--- src/rtl/muldiv_sequencer_pkg.sv ---
// Shared definitions for the RV32M multiply/divide sequencer: widths, ALU
// selects, funct3 codes, FSM states and small decode helpers.
package muldiv_sequencer_pkg;

    localparam int XLEN = 32;

    typedef logic [XLEN-1:0] word_t;

    // ALU select codes (shared with the decode stage)
    localparam logic [3:0] ALU_ADD = 4'b0000;
    localparam logic [3:0] ALU_SUB = 4'b0001;

    // RV32M funct3 codes handled here
    localparam logic [2:0] F3_MUL  = 3'b000;
    localparam logic [2:0] F3_DIV  = 3'b100;
    localparam logic [2:0] F3_DIVU = 3'b101;
    localparam logic [2:0] F3_REM  = 3'b110;
    localparam logic [2:0] F3_REMU = 3'b111;

    typedef enum logic [2:0] {
        ST_IDLE,
        ST_PREP,
        ST_RUN,
        ST_FIX,
        ST_DONE
    } state_t;

    // Legal codes are MUL (000) and the divide/remainder group (1xx)
    function automatic logic op_is_legal(input logic [2:0] f3);
        return (f3 == F3_MUL) || f3[2];
    endfunction

    function automatic logic op_is_signed(input logic [2:0] f3);
        return (f3 == F3_DIV) || (f3 == F3_REM);
    endfunction

    function automatic logic op_is_rem(input logic [2:0] f3);
        return (f3 == F3_REM) || (f3 == F3_REMU);
    endfunction

    // Two's-complement negation; 0x80000000 maps to itself
    function automatic word_t negate(input word_t x);
        return ~x + word_t'(1);
    endfunction

endpackage

--- src/rtl/muldiv_sequencer_if.sv ---
// Request/response bundle between the execute stage and the sequencer.
interface muldiv_sequencer_if
    import muldiv_sequencer_pkg::*;
();
    logic       start;
    logic [2:0] op;
    word_t      rs1;
    word_t      rs2;
    logic       busy;
    logic       done;
    word_t      result;
    logic       illegal;

    modport master (
        output start, op, rs1, rs2,
        input  busy, done, result, illegal
    );

    modport slave (
        input  start, op, rs1, rs2,
        output busy, done, result, illegal
    );
endinterface

--- src/rtl/muldiv_sequencer_alu.sv ---
// Minimal add/subtract ALU; unegative flags an unsigned borrow on subtract.
module alu_module
    import muldiv_sequencer_pkg::*;
(
    input  word_t      op1,
    input  word_t      op2,
    input  logic [3:0] sel,
    output word_t      res,
    output logic       zero,
    output logic       negative,
    output logic       unegative
);
    logic [XLEN:0] diff;

    // Select the arithmetic result and the unsigned borrow
    always_comb begin
        // NOTE: every comb output gets a default first so no latch is inferred.
        diff      = {1'b0, op1} - {1'b0, op2};
        res       = '0;
        unegative = 1'b0;
        case (sel)
            ALU_ADD: res = op1 + op2;
            ALU_SUB: begin
                res       = diff[XLEN-1:0];
                unegative = diff[XLEN];
            end
            default: ;
        endcase
    end

    assign zero     = (res == '0);
    assign negative = res[XLEN-1];

endmodule

--- src/rtl/muldiv_sequencer.sv ---
// Multi-cycle RV32M unit (MUL/DIV/DIVU/REM/REMU): shift-add multiply and
// restoring divide, one bit per cycle through a single shared ALU.
module muldiv_sequencer
    import muldiv_sequencer_pkg::*;
(
    input  logic                clk,
    input  logic                rst,
    muldiv_sequencer_if.slave   bus
);
    state_t     state, state_nxt;
    logic [2:0] op_q;
    word_t      opa;        // multiplicand / dividend, quotient shifts in here
    word_t      opb;        // multiplier / divisor
    word_t      acc;        // product accumulator / partial remainder
    logic [4:0] cnt;
    logic       sign_a, sign_b;
    word_t      result_q;
    logic       illegal_q;

    logic       accept;
    logic       special;
    word_t      special_res;
    word_t      fix_res;
    word_t      sh;
    logic       carry, qbit;
    word_t      alu_op1, alu_op2, alu_res;
    logic [3:0] alu_sel;
    logic       alu_uneg;
    logic       alu_zero_unused, alu_negative_unused;

    assign accept = bus.start && ((state == ST_IDLE) || (state == ST_DONE));

    alu_module u_alu (
        .op1       (alu_op1),
        .op2       (alu_op2),
        .sel       (alu_sel),
        .res       (alu_res),
        .zero      (alu_zero_unused),
        .negative  (alu_negative_unused),
        .unegative (alu_uneg)
    );

    // State register
    always_ff @(posedge clk or posedge rst) begin
        if (rst) state <= ST_IDLE;
        else     state <= state_nxt;
    end

    // Next-state logic
    always_comb begin
        state_nxt = state;
        case (state)
            ST_IDLE: if (accept) state_nxt = ST_PREP;
            ST_PREP: state_nxt = special ? ST_DONE : ST_RUN;
            ST_RUN:  if (cnt == 5'd0) state_nxt = ST_FIX;
            ST_FIX:  state_nxt = ST_DONE;
            ST_DONE: state_nxt = accept ? ST_PREP : ST_IDLE;
            default: state_nxt = ST_IDLE;
        endcase
    end

    // Outputs and ALU operand steering
    always_comb begin
        bus.busy = (state == ST_PREP) || (state == ST_RUN) || (state == ST_FIX);
        bus.done = (state == ST_DONE);
        sh       = {acc[XLEN-2:0], opa[XLEN-1]};
        carry    = acc[XLEN-1];
        if (op_q == F3_MUL) begin
            alu_sel = ALU_ADD;
            alu_op1 = acc;
            alu_op2 = opb[0] ? opa : '0;
        end else begin
            alu_sel = ALU_SUB;
            alu_op1 = sh;
            alu_op2 = opb;
        end
        // With carry set the true 33-bit value exceeds any divisor, so subtract
        qbit = carry | ~alu_uneg;
    end

    // Special-case detection on the latched (pre-abs) operands
    always_comb begin
        special     = 1'b0;
        special_res = '0;
        if (!op_is_legal(op_q)) begin
            special = 1'b1;
        end else if ((op_q != F3_MUL) && (opb == '0)) begin
            special     = 1'b1;
            special_res = op_is_rem(op_q) ? opa : '1;
        end else if (op_is_signed(op_q) && (opa == 32'h8000_0000) && (opb == '1)) begin
            special     = 1'b1;
            special_res = op_is_rem(op_q) ? '0 : 32'h8000_0000;
        end
    end

    // Sign correction applied in FIX
    always_comb begin
        if (op_q == F3_MUL)
            fix_res = acc;
        else if (op_is_rem(op_q))
            fix_res = (op_is_signed(op_q) && sign_a) ? negate(acc) : acc;
        else
            fix_res = (op_is_signed(op_q) && (sign_a ^ sign_b)) ? negate(opa) : opa;
    end

    // Datapath registers
    always_ff @(posedge clk or posedge rst) begin
        // NOTE: datapath registers are reset too, so an abort leaves nothing stale behind.
        if (rst) begin
            op_q      <= '0;
            opa       <= '0;
            opb       <= '0;
            acc       <= '0;
            cnt       <= '0;
            sign_a    <= 1'b0;
            sign_b    <= 1'b0;
            result_q  <= '0;
            illegal_q <= 1'b0;
        end else begin
            // NOTE: non-blocking so every register samples pre-edge values.
            case (state)
                ST_IDLE, ST_DONE: begin
                    if (accept) begin
                        op_q      <= bus.op;
                        opa       <= bus.rs1;
                        opb       <= bus.rs2;
                        illegal_q <= 1'b0;
                    end
                end
                ST_PREP: begin
                    sign_a <= op_is_signed(op_q) & opa[XLEN-1];
                    sign_b <= op_is_signed(op_q) & opb[XLEN-1];
                    if (op_is_signed(op_q)) begin
                        opa <= opa[XLEN-1] ? negate(opa) : opa;
                        opb <= opb[XLEN-1] ? negate(opb) : opb;
                    end
                    if (special) begin
                        result_q  <= special_res;
                        illegal_q <= !op_is_legal(op_q);
                    end
                    acc <= '0;
                    cnt <= 5'd31;
                end
                ST_RUN: begin
                    cnt <= cnt - 5'd1;
                    if (op_q == F3_MUL) begin
                        acc <= alu_res;
                        opa <= opa << 1;
                        opb <= opb >> 1;
                    end else begin
                        acc <= qbit ? alu_res : sh;
                        opa <= {opa[XLEN-2:0], qbit};
                    end
                end
                ST_FIX: result_q <= fix_res;
                default: ;
            endcase
        end
    end

    assign bus.result  = result_q;
    assign bus.illegal = illegal_q;

endmodule

--- src/flat_wrapper.sv ---
// flat-port wrapper written by rule: the top's interface ports become plain ports
module muldiv_sequencer_flat import muldiv_sequencer_pkg::*;
  (clk, rst, bus_start, bus_op, bus_rs1, bus_rs2, bus_busy, bus_done, bus_result, bus_illegal);
  muldiv_sequencer_if bus_i ();
  input  logic clk;
  input  logic rst;
  input wire logic [$bits(bus_i.start)-1:0] bus_start;
  input wire logic [$bits(bus_i.op)-1:0] bus_op;
  input wire logic [$bits(bus_i.rs1)-1:0] bus_rs1;
  input wire logic [$bits(bus_i.rs2)-1:0] bus_rs2;
  output wire logic [$bits(bus_i.busy)-1:0] bus_busy;
  output wire logic [$bits(bus_i.done)-1:0] bus_done;
  output wire logic [$bits(bus_i.result)-1:0] bus_result;
  output wire logic [$bits(bus_i.illegal)-1:0] bus_illegal;
  assign bus_i.start = bus_start;
  assign bus_i.op = bus_op;
  assign bus_i.rs1 = bus_rs1;
  assign bus_i.rs2 = bus_rs2;
  assign bus_busy = bus_i.busy;
  assign bus_done = bus_i.done;
  assign bus_result = bus_i.result;
  assign bus_illegal = bus_i.illegal;
  muldiv_sequencer u_core (.clk(clk), .rst(rst), .bus(bus_i));
endmodule
--- config.mk ---
export PLATFORM = sky130hd
export DESIGN_NAME = muldiv_sequencer_flat
export DESIGN_NICKNAME = d
export VERILOG_FILES = /design/src/rtl/muldiv_sequencer_pkg.sv /design/src/rtl/muldiv_sequencer_if.sv /design/src/rtl/muldiv_sequencer_alu.sv /design/src/rtl/muldiv_sequencer.sv /design/src/flat_wrapper.sv
export SDC_FILE = /design/constraint.sdc
export NUM_CORES = 1
export LEC_CHECK = 0
export CAP_MARGIN = 0
export CORE_MARGIN = 2
export CORE_UTILIZATION = 50
export CTS_BUF_LIST = sky130_fd_sc_hd__clkbuf_16
export CTS_CLUSTER_DIAMETER = 50
export DETAILED_ROUTE_END_ITERATION = 8
export PLACE_DENSITY = 0.78
export SYNTH_ARGS = -nofsm -noshare
export SYNTH_HDL_FRONTEND = slang
export SYNTH_SLANG_ARGS = --single-unit
--- constraint.sdc ---
create_clock -name clk -period 6.8 [get_ports clk]
set_input_delay 1.36 -clock clk [delete_from_list [all_inputs] [get_ports clk]]
set_output_delay 1.36 -clock clk [all_outputs]
set_load 0.03 [all_outputs]
==> metrics <==
port bufs 104; Routed WL 53.4 mm; Sw Share 0.567; Post-DP Area 15300 µm²; Overflow after GRT 0; Least-Margin Pin Slew 1.15 ns; Worst EP required 7.12 ns; largest net degree at the start of global routing 126; fin. max-slew vios 0; async set or reset register ratio after synthesis 1.00; Synth top area share 0.247; WP buf/inv 0; first-pass iteration count of the detailed router 7; count leader, synth o21ai_0; Vias 16000; setup violators final 0; post-CTS setup repair buffer count 0; critical path class reg -> reg; syn avg cell area 7.22 µm²; fmax 193 MHz; CP endpoint kind register; core area 28500 µm²; Die ar. 30100 µm²; sequential share of power 0.217; Max-cap violations 0; initial antenna violation count 5; syn_nets 2132; startpoint types register; CTS Sinks 142; Int Power 3.82 mW; Area Growth Syn to Fin 10.4%; die width 173 µm; crit path cell chain or3_4 > nor3_1 > a21o_1 > ha_1 > nor4_1 > o21ai_0 > o311ai_0 > nor2_1 > o31ai_1 > a31oi_4 > nor3_1 > a221oi_1 > a22o_1; Tot Pwr 8.83 mW; first-pass GRT wire length 83.4 mm; GRT Util Overall 0.347; Gate power share 0.672; Mapped Area 14400 µm²; Fin. Hold Viols 0; number of synthesized flops with an enable pin 0; fin nets 2083; Placed Cells 2306; clock-pin slew on the worst setup and hold paths 0.06 ns; vias per cell 6.86; # IOs 105; hold crit path type reg -> reg; worst stage delay on the critical path 0.75 ns; CP most frequent cell nor3_1; layout cells sized above 1 0.0471; slowest CP cell or3_4; NetSw 5.01 mW; DR WL/cell 22.8 µm; Yosys reg bits 142; gpl congestion 0.980; pwr/cell area 557 nW/µm²; RSZ-0062 raised after global routing false; Clock Path Buffers 2; Rows 62; CP delay by family, top compound AO/OA/AOI/OAI gates; CP arrival 5.50 ns; most used flip-flop cell after synthesis dfrtp_1; Inserted Clock Buffers 17; Netlist cell types 85; Final Core Density 0.557; maximum VDD drop 0.000258 V; Warnings, synthesis 0; most frequent cells after synthesis o21ai_0 (247), nand2_1 (193), nor2_1 (176); outcome finished, final reports clean; number of global-route vias before repair 14900; largest area contributor in the netlist dfrtp_1; worst clock skew 0.0144 ns; Final period util 0.762; worst rel slew slack 0.234; Leak 6.64 nW; ANT nets after route 0; Post-CTS Resized 0; hold_buf cts 0; Root Driver clkbuf_16; DP Wirelength 39.0 mm; htree depth 4; DRT iter0 DRCs 2351; Crit Path Max Fanout 74; sequential area share after synthesis 0.247; post-route design area 15900 µm²; chip height 173 µm; Mapped Cells 1990; crit path time final 5.18 ns; initial core utilization 0.505; clock power share 0.111; Fin Setup TNS 0 ns; DRC Markers 0; worst skew pair latency 0.44 ns; most area-consuming cells after synthesis dfrtp_1 (25%), o21ai_0 (8.6%), ha_1 (6.1%), nand2_1 (5.0%), nor2_1 (4.6%); CTS tree built; Non-Filler Instances 2340
[layout make-up]
cell class | count | area (µm²)
inverter | 94 | 360
clock buffer | 17 | 425
antenna | 2 | 5.00
clock inverter | 15 | 169
tap | 384 | 480
sequential | 142 | 3550
multi-input combinational | 1562 | 9660
fill | 2702 | 12600
timing repair buffer | 124 | 1200
[worst register-to-register path: stages (launching register included)]
cell and delay, ns:
dfrtp_1 0.47, or3_4 0.75, nor3_1 0.33, a21o_1 0.23, ha_1 0.40, nor4_1 0.39, o21ai_0 0.18, o311ai_0 0.20
nor2_1 0.15, o31ai_1 0.68, a31oi_4 0.63, nor3_1 0.33, a221oi_1 0.08, a22o_1 0.24
[worst paths after layout]
| check | start | end | slack [ns] | cells after the start |
|---|---|---|---|---|
| max reg2reg | u_core.op_q[2] | u_core.acc[1] | 1.62 | 13 |
| max in group asynchronous | rst | u_core.bus.result[8] | 4.00 | 3 |
| min reg2reg | u_core.bus.result[6] | u_core.bus.result[6] | 0.48 | 1 |
| max | u_core.op_q[2] | u_core.acc[1] | 1.62 | 13 |
| min | u_core.bus.result[6] | u_core.bus.result[6] | 0.48 | 1 |
| min in group asynchronous | rst | u_core.opb[19] | 1.44 | 2 |
[layout by cell type, fill, tap and decap left out, drive strengths merged, types with 9 or more instances in the layout]
cell	count
a211oi	23
a21o	54
a21oi	131
a221oi	35
a222oi	26
a22o	16
a22oi	16
a31oi	20
a32oi	14
and2	16
and3	32
buf	20
clkbuf	17
clkdlybuf4s50	104
dfrtp	142
ha	70
inv	97
mux2	11
mux2i	12
nand2	194
nand2b	9
nand3	28
nand4	25
nor2	176
nor2b	23
nor3	99
nor4	28
o211ai	20
o21a	16
o21ai	255
o22ai	19
o31ai	15
or3	23
or4	15
xnor2	37
xor2	18
[kinds of logic (layout without fill, tap and decap cells)]
kind of cell               after synthesis  in the layout  share of synthesized area
buffers and inverters                  286            250                     0.0846
and+or+nand+nor                        689            689                      0.230
muxes                                   23             23                     0.0172
AOI/OAI and AO/OA                      723            723                      0.324
adders and majority gates               72             72                     0.0638
xor gates and xnor gates                55             55                     0.0335
DFF                                    142            142                      0.247
other                                    0              2                          0
[registers in the layout, summed over array words and instances, names as in the netlist]
signal	flops
u_core.bus.result	32
u_core.op_q	3
u_core.sign_a	1
u_core.state	3
u_core.opb	32
u_core.sign_b	1
u_core.acc	32
u_core.opa	32
u_core.cnt	5
u_core.bus.illegal	1
[metal layers]
layer  track usage  up-vias  wire (µm)
met1         0.451     7628      20600
met3        0.0686      209       5590
met5             0        -         14
met2         0.551      998      24400
li1              -     7204          -
met4         0.177        2       2840
[power groups by stage]
| stage | combinational [mW] | sequential, mW | clock [mW] |
|---|---|---|---|
| 6_report | 5.93 | 1.92 | 0.980 |
| 3_5_place_dp | 5.73 | 1.88 | 0 |
| 5_1_grt | 6.45 | 1.93 | 1.02 |
| 4_1_cts | 5.76 | 1.86 | 0.978 |
| 3_3_place_gp | 5.65 | 1.86 | 0 |
| 2_1_floorplan | 4.50 | 1.47 | 0 |
[metrics by stage]
step	setup WS, ns	hold slack [ns]
final	1.62	0.481
after global routing	1.23	0.498
after CTS	1.79	0.483
after detailed placement	1.83	0.470
after global placement	1.91	0.458
after floorplan	1.63	0.446
Note: power is estimated with default switching activity, not from simulation.
